<file path="src/rtl/miliseg_gen.sv">
// miliseg_gen: millisecond timebase for the wall-clock/alarm datapath.
// Divides clk into 1 ms steps and counts 0..MS_PER_SEC-1. On each second
// rollover it presents miliseg == MS_PER_SEC for exactly one cycle, then 0.
// Supports run/pause, synchronous clear and single-ms trim for calibration.
// Optional build macro: MILISEG_FAST_SIM_EN bypasses the prescaler so that
// every COUNT cycle with run high is a millisecond step.
module miliseg_gen #(
    parameter int CLKS_PER_MS = 10000,
    parameter int MS_PER_SEC  = 1000
) (
    input  logic        clk,
    input  logic        reset,
    input  logic        run,
    input  logic        clear,
    input  logic        trim_up,
    input  logic        trim_down,
    output logic [31:0] miliseg,
    output logic        ms_tick,
    output logic        sec_tick,
    output logic        running
);

    localparam int PRE_W = (CLKS_PER_MS > 1) ? $clog2(CLKS_PER_MS) : 1;
    localparam logic [PRE_W-1:0] PRE_MAX = PRE_W'(CLKS_PER_MS - 1);
    localparam logic signed [33:0] MS_LIM = 34'(MS_PER_SEC);
    localparam logic [31:0] MS_WRAP_VAL = 32'(MS_PER_SEC);

    localparam logic [1:0] S_IDLE  = 2'd0;
    localparam logic [1:0] S_COUNT = 2'd1;
    localparam logic [1:0] S_WRAP  = 2'd2;

    logic [1:0]       r_state;
    logic [PRE_W-1:0] r_pre_cnt;
    logic             r_step_pending;
    logic [31:0]      r_miliseg;
    logic             r_ms_tick;
    logic             r_sec_tick;
    logic             r_running;

    logic [1:0]         w_state_nxt;
    logic [PRE_W-1:0]   w_pre_nxt;
    logic               w_pend_nxt;
    logic [31:0]        w_ms_nxt;
    logic               w_pre_hit;
    logic [PRE_W-1:0]   w_pre_adv;
    logic               w_step_now;
    logic signed [33:0] w_sum;
    logic               w_over;
    logic [31:0]        w_sat;

`ifdef MILISEG_FAST_SIM_EN
    assign w_pre_hit  = 1'b0;
    assign w_pre_adv  = '0;
    assign w_step_now = (r_state == S_COUNT) && run;
`else
    assign w_pre_hit  = (r_pre_cnt == PRE_MAX);
    assign w_pre_adv  = w_pre_hit ? '0 : r_pre_cnt + 1'b1;
    // A prescaler wrap that fell inside WRAP is parked and consumed by the
    // first COUNT cycle, so the 0 -> 1 step is late but never lost.
    assign w_step_now = (r_state == S_COUNT) && run && (w_pre_hit || r_step_pending);
`endif

    // Signed sum so that a trim_down at 0 can be detected and saturated.
    assign w_sum = $signed({2'b00, r_miliseg})
                 + $signed({33'd0, w_step_now})
                 + $signed({33'd0, trim_up})
                 - $signed({33'd0, trim_down});
    assign w_over = (w_sum >= MS_LIM);
    assign w_sat  = w_sum[33] ? 32'd0 : w_sum[31:0];

    // Next-state logic: clear dominates, WRAP always lasts one cycle, and
    // trims share the same saturating arithmetic in IDLE and COUNT.
    always_comb begin
        w_state_nxt = r_state;
        w_pre_nxt   = r_pre_cnt;
        w_pend_nxt  = r_step_pending;
        w_ms_nxt    = r_miliseg;
        if (clear) begin
            w_state_nxt = run ? S_COUNT : S_IDLE;
            w_pre_nxt   = '0;
            w_pend_nxt  = 1'b0;
            w_ms_nxt    = '0;
        end else begin
            case (r_state)
                S_IDLE, S_COUNT: begin
                    if ((r_state == S_COUNT) && run) begin
                        w_pre_nxt  = w_pre_adv;
                        w_pend_nxt = 1'b0;
                    end
                    if (w_over) begin
                        w_state_nxt = S_WRAP;
                        w_ms_nxt    = MS_WRAP_VAL;
                    end else begin
                        w_state_nxt = run ? S_COUNT : S_IDLE;
                        w_ms_nxt    = w_sat;
                    end
                end
                S_WRAP: begin
                    w_state_nxt = run ? S_COUNT : S_IDLE;
                    w_ms_nxt    = '0;
                    if (run) begin
                        w_pre_nxt = w_pre_adv;
                        if (w_pre_hit) begin
                            w_pend_nxt = 1'b1;
                        end
                    end
                end
                default: begin
                    w_state_nxt = S_IDLE;
                end
            endcase
        end
    end

    // State and registered outputs; status flags are taken from the next state
    // so they line up with the state register in the same cycle.
    always_ff @(posedge clk or negedge reset) begin
        if (!reset) begin
            r_state        <= S_IDLE;
            r_pre_cnt      <= '0;
            r_step_pending <= 1'b0;
            r_miliseg      <= '0;
            r_ms_tick      <= 1'b0;
            r_sec_tick     <= 1'b0;
            r_running      <= 1'b0;
        end else begin
            r_state        <= w_state_nxt;
            r_pre_cnt      <= w_pre_nxt;
            r_step_pending <= w_pend_nxt;
            r_miliseg      <= w_ms_nxt;
            r_ms_tick      <= w_step_now && !clear;
            r_sec_tick     <= (w_state_nxt == S_WRAP);
            r_running      <= (w_state_nxt != S_IDLE);
        end
    end

    assign miliseg  = r_miliseg;
    assign ms_tick  = r_ms_tick;
    assign sec_tick = r_sec_tick;
    assign running  = r_running;

endmodule

</file>
<file path="config.mk">
export PLATFORM = sky130hd
export DESIGN_NAME = miliseg_gen
export DESIGN_NICKNAME = d
export VERILOG_FILES = /design/src/rtl/miliseg_gen.sv
export SDC_FILE = /design/constraint.sdc
export NUM_CORES = 1
export LEC_CHECK = 0
export ABC_AREA = 1
export BUFFER_PORTS_ARGS = -buffer_cell sky130_fd_sc_hd__buf_2
export CORE_ASPECT_RATIO = 1.25
export CORE_MARGIN = 5
export CORE_UTILIZATION = 57
export CTS_BUF_LIST = sky130_fd_sc_hd__clkbuf_4 sky130_fd_sc_hd__clkbuf_8
export DETAILED_ROUTE_END_ITERATION = 16
export PLACE_DENSITY = 0.79
export SYNTH_ARGS = -nofsm -noshare
export SYNTH_HDL_FRONTEND = slang
export SYNTH_SLANG_ARGS = --single-unit
</file>
<file path="constraint.sdc">
create_clock -name clk -period 3.54 [get_ports clk]
set_input_delay 0.708 -clock clk [delete_from_list [all_inputs] [get_ports clk]]
set_output_delay 0.708 -clock clk [all_outputs]
set_load 0.01 [all_outputs]
</file>
Yosys cells after proc, flatten, opt, wreduce, memory -nomap -nowiden
Cells that the tools add are included.
- register bits: 52
- input port bits: 6
- word-level logic and storage cells: 48
- output and inout port bits: 35
- reduce and logical (&&, ||, !) cells: 11
- eq/ne operators: 7
- add/subtract/negate cells: 4
- mux-type cells: 18
- order comparisons: 1
- operators with widths (operator ; number):
    32-bit 2-to-1 mux ; 3
    32-bit one-hot mux with 2 select lines ; 1
    14-bit 2-to-1 mux ; 4
    33-bit by 1-bit adder with 34-bit output ; 1
    34-bit by 11-bit >= comparator with 1-bit output (second input constant) ; 1
    34-bit by 2-bit subtractor with 34-bit output ; 1
    32-bit by 1-bit adder with 33-bit output ; 1
    14-bit one-hot mux with 2 select lines ; 1
    14-bit by 1-bit adder with 14-bit output (second input constant) ; 1
    14-bit == test (second input constant) ; 1
    3-bit != test (second input constant) ; 3
    1-bit 2-to-1 mux ; 5
    2-bit == test (second input constant) ; 2
    2-bit 2-to-1 mux ; 2
    2-bit one-hot mux with 2 select lines ; 1
    4-bit AND reduction ; 1
    1-bit logical AND ; 3
    3-bit AND reduction ; 1
    3-bit nonzero test ; 1
    2-bit by 1-bit == test with 1-bit output (second input constant) ; 1
    2-bit zero test ; 1
    1-bit one-hot mux with 2 select lines ; 1
    2-bit nonzero test ; 1
    2-bit OR reduction ; 1
    other kinds (2) ; 2

Logic depth before layout (Yosys ltp)
- depth after elaboration: 11
- mapped depth: 26
- gate-level depth less buffers: 26

Worst setup path before layout
No wires, ideal clock.
- kind: flip-flop to flip-flop
- start: reg r_pre_cnt[0]
- end: reg r_miliseg[3] (netlist: miliseg[3])
- library setup time: 127 ps
- clock period less this slack: 3295 ps
- required time: 3413 ps
- cell stages (with the launch flop): 25
- slack: 245 ps
- data arrival time: 3168 ps
- buffers on the path: 0
- cells stage by stage: dfrtp_1 ha_1 nand3_1 nor4_1 nor2_1 nor2_1 fa_1 inv_1 fa_1 inv_1 nand3_1 nand2_4 nand2_2 nand2_2 nand2_2 nand2_2 nand2_2 nand3_2 nand2_1 inv_1 nand2_1 nor2_2 nand3_2 nand3_4 nand3_2
- word-level cells in the longest chain between the ends: 10
- elaborated cells on any way between the ends: 11
- classes of those cells: add/sub: 3; order compare: 1; eq/ne: 1; mux: 4; reduce/logical: 2
- RTL lines (element ; RTL line ; text):
    start, declared ; 33 ; logic [PRE_W-1:0] r_pre_cnt;
    start signal, assigned ; 128 ; r_pre_cnt <= w_pre_nxt;
    14-bit == test * ; 56 ; assign w_pre_hit = (r_pre_cnt == PRE_MAX);
    1-bit logical OR * ; 60 ; assign w_step_now = (r_state == S_COUNT) && run && (w_pre_hit || r_step_pending);
    1-bit logical AND * ; 60 ;
    32-bit by 1-bit adder with 33-bit output * ; 65 ; + $signed({33'd0, w_step_now})
    33-bit by 1-bit adder with 34-bit output * ; 66 ; + $signed({33'd0, trim_up})
    34-bit by 2-bit subtractor with 34-bit output * ; 67 ; - $signed({33'd0, trim_down});
    34-bit by 11-bit >= comparator with 1-bit output or 32-bit 2-to-1 mux (tied branches) ; 68, 69 ;
    32-bit 2-to-1 mux * ; 90 ; if (w_over) begin
    32-bit one-hot mux with 2 select lines * ; 84 ; case (r_state)
    32-bit 2-to-1 mux * ; 78 ; if (clear) begin
    end signal, assigned ; 130 ; r_miliseg <= w_ms_nxt;
    end, declared ; 35 ; logic [31:0] r_miliseg;
Mark *: on every way between the ends. The rest lies on a longest branch, timed or not.
A chain may end at the register's enable or synchronous reset.

Worst setup path after layout
- start: reg r_pre_cnt[0]
- end: reg r_miliseg[7] (netlist: miliseg[7])
The elaborated chain is that of the path after synthesis.

==> reports/results.ini <==
[outcome]
status=complete, but fails checks
violations=setup timing

[timing]
fin_crit_ns=3.585
finalCritPeriodShare=1.013
setup_viol=9
post-route-worst-setup-slack_ns=-0.04533
rsz0062_at_grt=true
skew_ns=0.01107
worstMarginPinSlew_ns=0.8110
maxSlewViolCount=0
timing.hold.ws_ns=0.4682
fin_setup_tns_ns=-0.2402
max-slew-margin-rel=0.4594
max_clock_freq_mhz=278.9
final-hold-violation-count=0

[global_route]
grt_pass1_vias=4979
antenna_found_initial=0
grt_use_total=0.2494
overflow=0
grt_first_pass_wirelength_um=21930
grt_max_degree=38

[synthesis]
yosysSeqAreaShare=0.2516
ys_seq_elements=52
syn_area_um2=5171
synthDistinctLibCells=38
syn_nets=908
netlist_instances=866
yosysWarnings=0
avgSynthCellArea_um2=5.971

[power_and_ir_drop]
pwr-share-comb=0.690
power.sequential.fraction=0.205
switchingPower_w=0.001846
internal-power_w=0.001644
p_clk_frac=0.105
p_leak_nw=3.538
vdd_drop_max_v=0.0002272
powerDensity_nw_per_um2=597.8
p_sw_frac=0.5289

[drt]
vias=5165
drtPass1Iterations=5
drt-initial-drc-count=281
drt-vias-per-instance=4.928
wl_um=12680
ant_nets=0
route.detailed.drc=0
routedWlPerCell_um=12.10

[die]
die_width_um=95.19
num_rows=38
die_y_um=116.5
core-area_um2=8796
dieArea_um2=11090
start_util=0.5879
io_pins=41

[placed_design]
place_area_um2=5559
portBuffers=40
pre_cts_slack_ns=-0.2876
gp_congestion=0.9746
dp_hpwl_um=10450

[clocking]
clk_pin_slew_ns=0.09
cts_made_buffers=5
cts.path.max_buffers=2
hold_buffers=0
cts.sinks=52
clk_latency_ns=0.32
clockRootBuffer=clkbuf_8
tritoncts=yes
htreeDepth=2

[layout]
post-route-util=0.6637
design_area_um2=5838
drive_gt1_frac=0.1606
antenna_cells=0
nets=969
area_growth_pct=12.90

[setup_path]
path_buf_inv=3
max_stage_delay_ns=0.38
cp_top_family=simple AND/OR/NAND/NOR gates
end_kind=flop
slowest_stage=dfrtp_1
worstPathArrival_ns=3.80
critPathRequiredTime_ns=3.75
crit_type=flop to flop
cp_max_fo=5
start_kind=flop

[worst_hold_path]
min_path_type=primary input to async pin

[run]
cap_violations=0

[final timing paths]
check	startpoint	to	slack (ns)	depth (start not counted)
worst min-delay path	reset	r_pre_cnt[5]	0.47	1
worst max register to register	r_pre_cnt[0]	miliseg[7]	-0.05	25
max in group asynchronous	reset	miliseg[31]	2.35	2
min in group clk	miliseg[20]	miliseg[20]	0.55	2
worst max-delay path	r_pre_cnt[0]	miliseg[7]	-0.05	25
worst min register to register	miliseg[20]	miliseg[20]	0.55	2
[sequential cells by signal (all words and copies together), names as in the netlist]
register / count
miliseg: 32
r_pre_cnt: 14
r_state: 2
ms_tick: 1
r_step_pending: 1
running: 1
sec_tick: 1
[cell usage in the layout, fill, tap and decap left out, types with 2 or more instances in the layout]
cell      netlist  final
inv_2           5     12
nand3_1        45     42
nor3b_1         3      3
a21oi_1        21     21
nand4_1        14     14
xor2_1          2      2
buf_4           0     16
nand2_2        21     24
nor2_1         88     85
clkbuf_8        0      5
nor2_2         10     11
fa_2            0      2
nand3_2        14     14
inv_1         199    192
xnor2_1         3      3
dfrtp_1        52     52
o22ai_1         3      3
nor3_2          4      4
nand2_4         1      3
and2_1          3      3
buf_2           0     40
ha_1           34     33
nand3_4         1      5
nand3b_1        7      7
nor2_4          1      3
nor3_1         10     10
o21ai_0         4      4
nand2_1       304    299
[logic make-up (layout without fill, tap and decap cells)]
family / count (synthesis) / count (layout) / share of synthesized area
AND/OR/NAND/NOR: 531 / 532 / 0.4609
buffers and inverters: 209 / 270 / 0.1532
multiplexers: 1 / 1 / 0.001936
AO/OA/AOI/OAI: 32 / 32 / 0.03388
flip-flops: 52 / 52 / 0.2516
adder cells (fa/ha/maj): 36 / 36 / 0.09001
XOR/XNOR: 5 / 5 / 0.008470
[synth_stat cells, drive strengths merged]
library cell | number | area (um^2)
clkbuf | 3 | 11.26
o22ai | 3 | 18.77
xnor2 | 3 | 26.28
o21a | 1 | 7.510
nor3b | 3 | 22.52
nand2 | 326 | 1284
buf | 1 | 11.26
or2 | 1 | 8.760
clkinv | 1 | 3.750
fa | 2 | 40.04
mux2i | 1 | 10.01
nor2 | 99 | 404.1
o21bai | 1 | 7.510
and2 | 4 | 27.53
o21ai | 4 | 20.02
dfrtp | 52 | 1301
inv | 204 | 765.7
a211oi | 1 | 7.510
nand4 | 14 | 87.58
nor4 | 1 | 6.260
xor2 | 2 | 17.52
and3 | 1 | 6.260
ha | 34 | 425.4
nand3 | 60 | 382.9
nand3b | 8 | 63.81
a21oi | 22 | 113.9
nor3 | 14 | 90.09
[power groups by stage]
| stage | clock network, W | registers [W] | logic, W |
|---|---|---|---|
| after floorplan | 0 | 0.000731 | 0.00173 |
| after global placement | 0 | 0.000720 | 0.00223 |
| after detailed placement | 0 | 0.000722 | 0.00226 |
| after CTS | 0.000384 | 0.000711 | 0.00228 |
| after global routing | 0.000399 | 0.000721 | 0.00273 |
| final | 0.000365 | 0.000716 | 0.00241 |
[through the flow]
| stage | std cells | total power [W] |
|---|---|---|
| 5_1_grt | 1048 | 0.003849 |
| 4_1_cts | 1041 | 0.003372 |
| 6_report | 1048 | 0.003490 |
| 3_3_place_gp | 1030 | 0.002949 |
| 2_1_floorplan | 866 | 0.002457 |
| 3_5_place_dp | 1030 | 0.002981 |
[repair_timing]
action,CTS,global route
gates resized for setup,8,24
endpoints found under the setup margin,14,14
setup buffers,2,7
pin swaps,4,17
gates cloned,1,0
[area by class of cell]
cell class	instances	area, um^2
Timing Repair Buffer	57	331.6
Clock inverter	2	13.76
Clock buffer	6	76.32
Inverter	205	769.5
Fill cell	823	2958
Tap cell	120	150.1
Sequential cell	52	1301
Multi-Input combinational cell	606	3196
[per-layer routing]
layer  GRT usage  up-vias  share of wire
met5           0        -              0
met4      0.1174        0          0.035
met3     0.04124       38          0.050
met2      0.4376      124           0.50
met1      0.2944     2277           0.42
li1            -     2726              -
Power figures use the tool's default switching activity.
